## src/rtl/midi_byte_parser_if.sv

```systemverilog
`default_nettype none
// ============================================================================
// Module   : midi_byte_parser_if
// Purpose  : Byte-strobe input and framed-byte output bundle of the MIDI
//            byte parser. MIDI_REALTIME_OUT_EN adds the realtime side channel.
// Revision : 1.0 - initial release
// ============================================================================
interface midi_byte_parser_if;
   logic [7:0] rx_byte;
   logic       rx_valid;
   logic       byteready;
   logic [7:0] cur_status;
   logic [7:0] midibyte_nr;
   logic [7:0] midi_in_data;
   logic [7:0] stray_cnt;
`ifdef MIDI_REALTIME_OUT_EN
   logic       rt_valid;
   logic [7:0] rt_byte;

   modport master (
      output rx_byte, rx_valid,
      input  byteready, cur_status, midibyte_nr, midi_in_data, stray_cnt,
      input  rt_valid, rt_byte
   );
   modport slave (
      input  rx_byte, rx_valid,
      output byteready, cur_status, midibyte_nr, midi_in_data, stray_cnt,
      output rt_valid, rt_byte
   );
`else
   modport master (
      output rx_byte, rx_valid,
      input  byteready, cur_status, midibyte_nr, midi_in_data, stray_cnt
   );
   modport slave (
      input  rx_byte, rx_valid,
      output byteready, cur_status, midibyte_nr, midi_in_data, stray_cnt
   );
`endif
endinterface
`default_nettype wire

```

## src/rtl/midi_byte_parser.sv

```systemverilog
`default_nettype none
// ============================================================================
// Module   : midi_byte_parser
// Purpose  : Frames received MIDI bytes (running status, sysex, system common,
//            realtime). Optional macro MIDI_REALTIME_OUT_EN adds rt_valid/rt_byte.
// Revision : 1.0 - initial release
// ============================================================================
module midi_byte_parser #(
   parameter int NR_SAT     = 255,
   parameter int RS_TIMEOUT = 0
) (
   input  wire logic         CLOCK_50,
   input  wire logic         reset_reg,
   midi_byte_parser_if.slave bus
);
   localparam logic [1:0] c_ST_IDLE   = 2'd0;
   localparam logic [1:0] c_ST_CHAN   = 2'd1;
   localparam logic [1:0] c_ST_SYSEX  = 2'd2;
   localparam logic [1:0] c_ST_SYSCOM = 2'd3;
   localparam logic [7:0] c_NR_SAT    = 8'(NR_SAT);

   logic [1:0] r_state;
   logic [1:0] r_idx;
   logic [1:0] r_len;
   logic       r_byteready;
   logic       r_clr_pend;
   logic [7:0] r_cur_status;
   logic [7:0] r_nr;
   logic [7:0] r_data;
   logic [7:0] r_stray;

   logic       w_is_rt;
   logic       w_byte_in;
   logic       w_tmo_fire;
   logic [1:0] w_idx_inc;
   logic [1:0] w_len_new;

   assign w_is_rt   = (bus.rx_byte[7:3] == 5'b11111);
   assign w_byte_in = bus.rx_valid && !w_is_rt;
   assign w_idx_inc = r_idx + 2'd1;

   always_comb begin
      w_len_new = 2'd2;
      if (bus.rx_byte[7:4] == 4'hC || bus.rx_byte[7:4] == 4'hD ||
          bus.rx_byte == 8'hF1 || bus.rx_byte == 8'hF3)
         w_len_new = 2'd1;
   end

   generate
      if (RS_TIMEOUT > 0) begin : g_timeout
         localparam int                 c_TMO_W   = $clog2(RS_TIMEOUT + 1);
         localparam logic [c_TMO_W-1:0] c_TMO_MAX = c_TMO_W'(RS_TIMEOUT);
         logic [c_TMO_W-1:0] r_tmo_cnt;

         always_ff @(posedge CLOCK_50 or posedge reset_reg) begin
            if (reset_reg)
               r_tmo_cnt <= '0;
            else if (w_byte_in)
               r_tmo_cnt <= '0;
            else if (r_tmo_cnt != c_TMO_MAX)
               r_tmo_cnt <= r_tmo_cnt + 1'b1;
         end

         assign w_tmo_fire = !w_byte_in && (r_tmo_cnt == c_TMO_MAX - 1'b1);
      end else begin : g_no_timeout
         assign w_tmo_fire = 1'b0;
      end
   endgenerate

   always_ff @(posedge CLOCK_50 or posedge reset_reg) begin
      if (reset_reg) begin
         r_state      <= c_ST_IDLE;
         r_idx        <= 2'd0;
         r_len        <= 2'd0;
         r_byteready  <= 1'b0;
         r_clr_pend   <= 1'b0;
         r_cur_status <= 8'h00;
         r_nr         <= 8'h00;
         r_data       <= 8'h00;
         r_stray      <= 8'h00;
      end else begin
         r_byteready <= 1'b0;
         r_clr_pend  <= 1'b0;
         // A terminating byte shows its own status for one pulse, then none.
         if (r_clr_pend)
            r_cur_status <= 8'h00;

         if (w_byte_in) begin
            if (!bus.rx_byte[7]) begin
               case (r_state)
                  c_ST_CHAN, c_ST_SYSCOM: begin
                     r_byteready <= 1'b1;
                     r_data      <= bus.rx_byte;
                     r_nr        <= {6'd0, w_idx_inc};
                     if (w_idx_inc == r_len) begin
                        r_idx <= 2'd0;
                        if (r_state == c_ST_SYSCOM) begin
                           r_state    <= c_ST_IDLE;
                           r_clr_pend <= 1'b1;
                        end
                     end else begin
                        r_idx <= w_idx_inc;
                     end
                  end
                  c_ST_SYSEX: begin
                     r_byteready <= 1'b1;
                     r_data      <= bus.rx_byte;
                     r_nr        <= (r_nr >= c_NR_SAT) ? c_NR_SAT : r_nr + 8'd1;
                  end
                  default: begin
                     if (r_stray != 8'hFF)
                        r_stray <= r_stray + 8'd1;
                  end
               endcase
            end else begin
               r_byteready  <= 1'b1;
               r_data       <= bus.rx_byte;
               r_nr         <= 8'h00;
               r_cur_status <= bus.rx_byte;
               r_idx        <= 2'd0;
               r_len        <= w_len_new;
               if (bus.rx_byte < 8'hF0)
                  r_state <= c_ST_CHAN;
               else if (bus.rx_byte == 8'hF0)
                  r_state <= c_ST_SYSEX;
               else if (bus.rx_byte <= 8'hF3)
                  r_state <= c_ST_SYSCOM;
               else begin
                  r_state    <= c_ST_IDLE;
                  r_clr_pend <= 1'b1;
               end
            end
         end else if (w_tmo_fire && (r_state == c_ST_CHAN || r_state == c_ST_SYSCOM)) begin
            r_state      <= c_ST_IDLE;
            r_idx        <= 2'd0;
            r_cur_status <= 8'h00;
         end
      end
   end

   assign bus.byteready    = r_byteready;
   assign bus.cur_status   = r_cur_status;
   assign bus.midibyte_nr  = r_nr;
   assign bus.midi_in_data = r_data;
   assign bus.stray_cnt    = r_stray;

`ifdef MIDI_REALTIME_OUT_EN
   logic       r_rt_valid;
   logic [7:0] r_rt_byte;

   always_ff @(posedge CLOCK_50 or posedge reset_reg) begin
      if (reset_reg) begin
         r_rt_valid <= 1'b0;
         r_rt_byte  <= 8'h00;
      end else begin
         r_rt_valid <= bus.rx_valid && w_is_rt;
         if (bus.rx_valid && w_is_rt)
            r_rt_byte <= bus.rx_byte;
      end
   end

   assign bus.rt_valid = r_rt_valid;
   assign bus.rt_byte  = r_rt_byte;
`endif

endmodule
`default_nettype wire

```

## src/flat_wrapper.sv

```systemverilog
// flat-port wrapper written by rule: the top's interface ports become plain ports
module midi_byte_parser_flat 
#(
   parameter int NR_SAT     = 255,
   parameter int RS_TIMEOUT = 0
)
  (CLOCK_50, reset_reg, bus_rx_byte, bus_rx_valid, bus_byteready, bus_cur_status, bus_midibyte_nr, bus_midi_in_data, bus_stray_cnt);
  midi_byte_parser_if bus_i ();
  input  wire logic CLOCK_50;
  input  wire logic reset_reg;
  input wire logic [$bits(bus_i.rx_byte)-1:0] bus_rx_byte;
  input wire logic [$bits(bus_i.rx_valid)-1:0] bus_rx_valid;
  output wire logic [$bits(bus_i.byteready)-1:0] bus_byteready;
  output wire logic [$bits(bus_i.cur_status)-1:0] bus_cur_status;
  output wire logic [$bits(bus_i.midibyte_nr)-1:0] bus_midibyte_nr;
  output wire logic [$bits(bus_i.midi_in_data)-1:0] bus_midi_in_data;
  output wire logic [$bits(bus_i.stray_cnt)-1:0] bus_stray_cnt;
  assign bus_i.rx_byte = bus_rx_byte;
  assign bus_i.rx_valid = bus_rx_valid;
  assign bus_byteready = bus_i.byteready;
  assign bus_cur_status = bus_i.cur_status;
  assign bus_midibyte_nr = bus_i.midibyte_nr;
  assign bus_midi_in_data = bus_i.midi_in_data;
  assign bus_stray_cnt = bus_i.stray_cnt;
  midi_byte_parser #(.NR_SAT(NR_SAT), .RS_TIMEOUT(RS_TIMEOUT)) u_core (.CLOCK_50(CLOCK_50), .reset_reg(reset_reg), .bus(bus_i));
endmodule
```

## config.mk

```make
export PLATFORM = sky130hd
export DESIGN_NAME = midi_byte_parser_flat
export DESIGN_NICKNAME = d
export VERILOG_FILES = /design/src/rtl/midi_byte_parser_if.sv /design/src/rtl/midi_byte_parser.sv /design/src/flat_wrapper.sv
export SDC_FILE = /design/constraint.sdc
export NUM_CORES = 1
export LEC_CHECK = 0
export ABC_AREA = 0
export CAP_MARGIN = 40
export CORE_ASPECT_RATIO = 1.2
export CORE_UTILIZATION = 53
export CTS_CLUSTER_SIZE = 20
export DETAILED_ROUTE_END_ITERATION = 16
export PLACE_DENSITY = 0.82
export SYNTH_ARGS = -nofsm -noshare
export SYNTH_HDL_FRONTEND = slang
export SYNTH_SLANG_ARGS = --single-unit
export TNS_END_PERCENT = 50
```

## constraint.sdc

```tcl
create_clock -name CLOCK_50 -period 3 [get_ports CLOCK_50]
set_input_delay 0.6 -clock CLOCK_50 [delete_from_list [all_inputs] [get_ports CLOCK_50]]
set_output_delay 0.6 -clock CLOCK_50 [all_outputs]
set_load 0.005 [all_outputs]
```

==> summary.md <==
| Metric | Value |
|---|---|
| Layout cells sized above 1 | `13.6%` |
| DRC | `0` |
| Final setup fails | `0` |
| Final hold vios | `0` |
| Final std cells w/o fill | `between 200 and 300` |
| Synth top cells by count | `dfrtp_1 (40), o21ai_0 (23), nand2_1 (14)` |
| Detailed-route via count | `1568` |
| CP arrival | `2.44 ns` |
| Pre-CTS setup slack | `0.422 ns` |
| Post-synth EDFFs | `0` |
| Largest area contributor in the netlist | `dfrtp_1` |
| ANT cells | `0` |
| Post-route cell area | `roughly 0.0026 mm²` |
| Post-synth ARST share | `100%` |
| Mean Syn Cell Area | `~11 µm²` |
| Setup TNS Final | `0 ns` |
| Power per Cell Area | `about 550 mW/mm²` |
| Final GP Congestion | `0.761` |
| Worst setup margin | `0.734 ns` |
| Top cells by area, synth | `dfrtp_1 (48%), o21ai_0 (5.6%), xor2_1 (3.4%)` |
| Starting Density | `56.1%` |
| Final net count | `248` |
| Largest net degree at the start of global routing | `41` |
| Die Area | `0.00416 mm²` |
| Slew HR | `66.3%` |
| Die Y | `~70 µm` |
| Synth top area share | `48.3%` |
| Startpoint types | `primary input` |
| Synthesis Warnings | `0` |
| Starting DRT DRC Count | `86` |
| Status | `finished clean` |
| Final Core Density | `70.7%` |
| PortBufs | `43` |
| Rows | `24` |
| DR pass1 iterations | `4` |
| Antenna violations before repair | `0` |
| VDD IR-drop max | `between 0.5 and 0.6 mV` |
| Fin Clk Skew | `slightly above 0.007 ns` |
| Sequential fraction of the synthesis area | `48.3%` |
| Most frequent cell after synthesis | `dfrtp_1` |
| MaxCap Viol Count | `0` |
| CORE AREA | `0.00369 mm²` |
| Fill count | `a little under 300` |
| Number of global-route vias before repair | `1480` |
| Post-CTS Setup Bufs | `0` |
| Cts bufs inserted | `5` |
| Final WL | `a little over 4000 µm` |
| TritonCTS clock tree | `done` |
| Dpl cell area | `0.00252 mm²` |
| Post-DRT Antenna Nets | `0` |
| PostCTS Resize Cnt | `0` |
| Via/cell ratio | `5.44` |
| CTS Hold Buffers Added | `0` |
| Die X | `59.1 µm` |
| First-pass GRT wire length | `6990 µm` |
| Dpl hpwl | `between 2000 and 3000 µm` |
| Nature of the critical path endpoint | `flop` |
| Library cells used by synthesis | `47` |
| Max frequency | `0.441 GHz` |
| Worst Hold Class | `flop to flop` |
| Worst-path clk slew | `0.07 ns` |
| H-tree Lvls | `2` |
| GRT Total Usage | `22.4%` |
| Crit path max fanout | `17` |
| WL/cell | `14.0 µm` |
| Sink Count | `40` |
| Tcrit/Tclk final | `75.5%` |
| Mapped Cells | `190` |
| Primary FF master, synth | `dfrtp_1` |
| CTS root buf | `clkbuf_8` |
| Slew Limit Fails | `0` |
| Min Tclk post-route | `about 2.3 ns` |
| Net count after synthesis | `203` |
| CTS Buffer Depth | `2` |
| Total power | `~1.4 mW` |
| P_leak | `between 1 and 1.5 nW` |
| Area grow syn2layout | `26.0%` |
| Worst Path Required | `3.17 ns` |
| WHS | `0.490 ns` |
| Crit path kind | `primary input to flop` |
| Remaining global-route overflow | `0` |
| Synth Register Bits | `40` |
| Synthesized area | `between 0.002 and 0.0025 mm²` |
| Post-Place Cells | `280` |
| Worst-margin pin slew | `0.504 ns` |
| Clk Latency, worst-skew pair | `0.29 ns` |
| # IOs | `44` |
| RSZ-0062 raised after global routing | `no` |
sequential cells by signal (all words and copies together) (netlist names):
signal                   count
u_core.bus.cur_status        8
u_core.bus.midi_in_data      8
u_core.bus.midibyte_nr       8
u_core.bus.stray_cnt         8
u_core.r_idx                 2
u_core.r_len                 2
u_core.r_state               2
u_core.bus.byteready         1
u_core.r_clr_pend            1
final timing paths:
kind | startpoint | cells past startpoint | slack (ns) | endpoint
min in group asynchronous | reset_reg | 3 | 0.73 | u_core.bus.cur_status[1]
setup reg to reg | u_core.bus.midibyte_nr[0] | 5 | 1.34 | u_core.bus.midibyte_nr[1]
setup / recovery | bus_rx_byte[7] | 5 | 0.73 | u_core.bus.stray_cnt[1]
hold / removal | u_core.bus.stray_cnt[7] | 1 | 0.49 | u_core.bus.stray_cnt[7]
max in group asynchronous | reset_reg | 3 | 1.92 | u_core.bus.stray_cnt[5]
hold reg to reg | u_core.bus.stray_cnt[7] | 1 | 0.49 | u_core.bus.stray_cnt[7]
power by group:
| group | internal, mW | leakage (nW) | switching [mW] | total (mW) |
|---|---|---|---|---|
| Combinational | 0.226 | 0.590 | 0.148 | 0.373 |
| Clock | 0.183 | 0.0510 | 0.179 | 0.363 |
| Sequential | 0.618 | 0.506 | 0.0854 | 0.704 |
placed cells by master, fill, tap and decap left out, types with 3 or more instances in the layout:
cell,n
a21oi_1,5
a22o_1,4
clkbuf_8,6
clkdlybuf4s50_1,43
dfrtp_1,40
inv_1,9
mux2_2,5
mux2_4,4
nand2_1,14
nand2b_1,9
nand3_1,6
nand3b_1,3
nand4_1,3
nor2_1,9
nor3_1,4
o21ai_0,23
xor2_1,8
cell type report:
cell class	instances	area [µm²]	share of cell area, %
Sequential cell	40	1000	38.4
Tap cell	52	65.1	2.49
Multi-Input combinational cell	135	980	37.5
Inverter	9	33.8	1.29
Timing Repair Buffer	44	438	16.8
Clock inverter	2	10.0	0.384
Clock buffer	6	82.6	3.16
metal layers:
layer / vias up / part of all wire (%) / global-route usage, %
met4: 0 / 1.6 / 9.52
met2: 21 / 51 / 36.1
met3: 5 / 2.1 / 4.44
met1: 772 / 46 / 28.9
li1: 770 / - / -
met5: - / 0 / 0
cell families after synthesis:
family	count (synthesis)	synth area share [%]
compound gates	49	16.6
xor+xnor	9	3.81
fa+ha+maj	2	1.21
buf+inv	15	4.35
flops	40	48.3
mux	11	6.59
simple gates	64	19.2
worst max-delay path, cell delays in order:
cell and delay (ns):
clkdlybuf4s50_1 0.75, nand4_4 0.19, o21ai_4 0.46, nor2_2 0.12
mux2_4 0.31
Note: power is estimated with default switching activity, not from simulation.
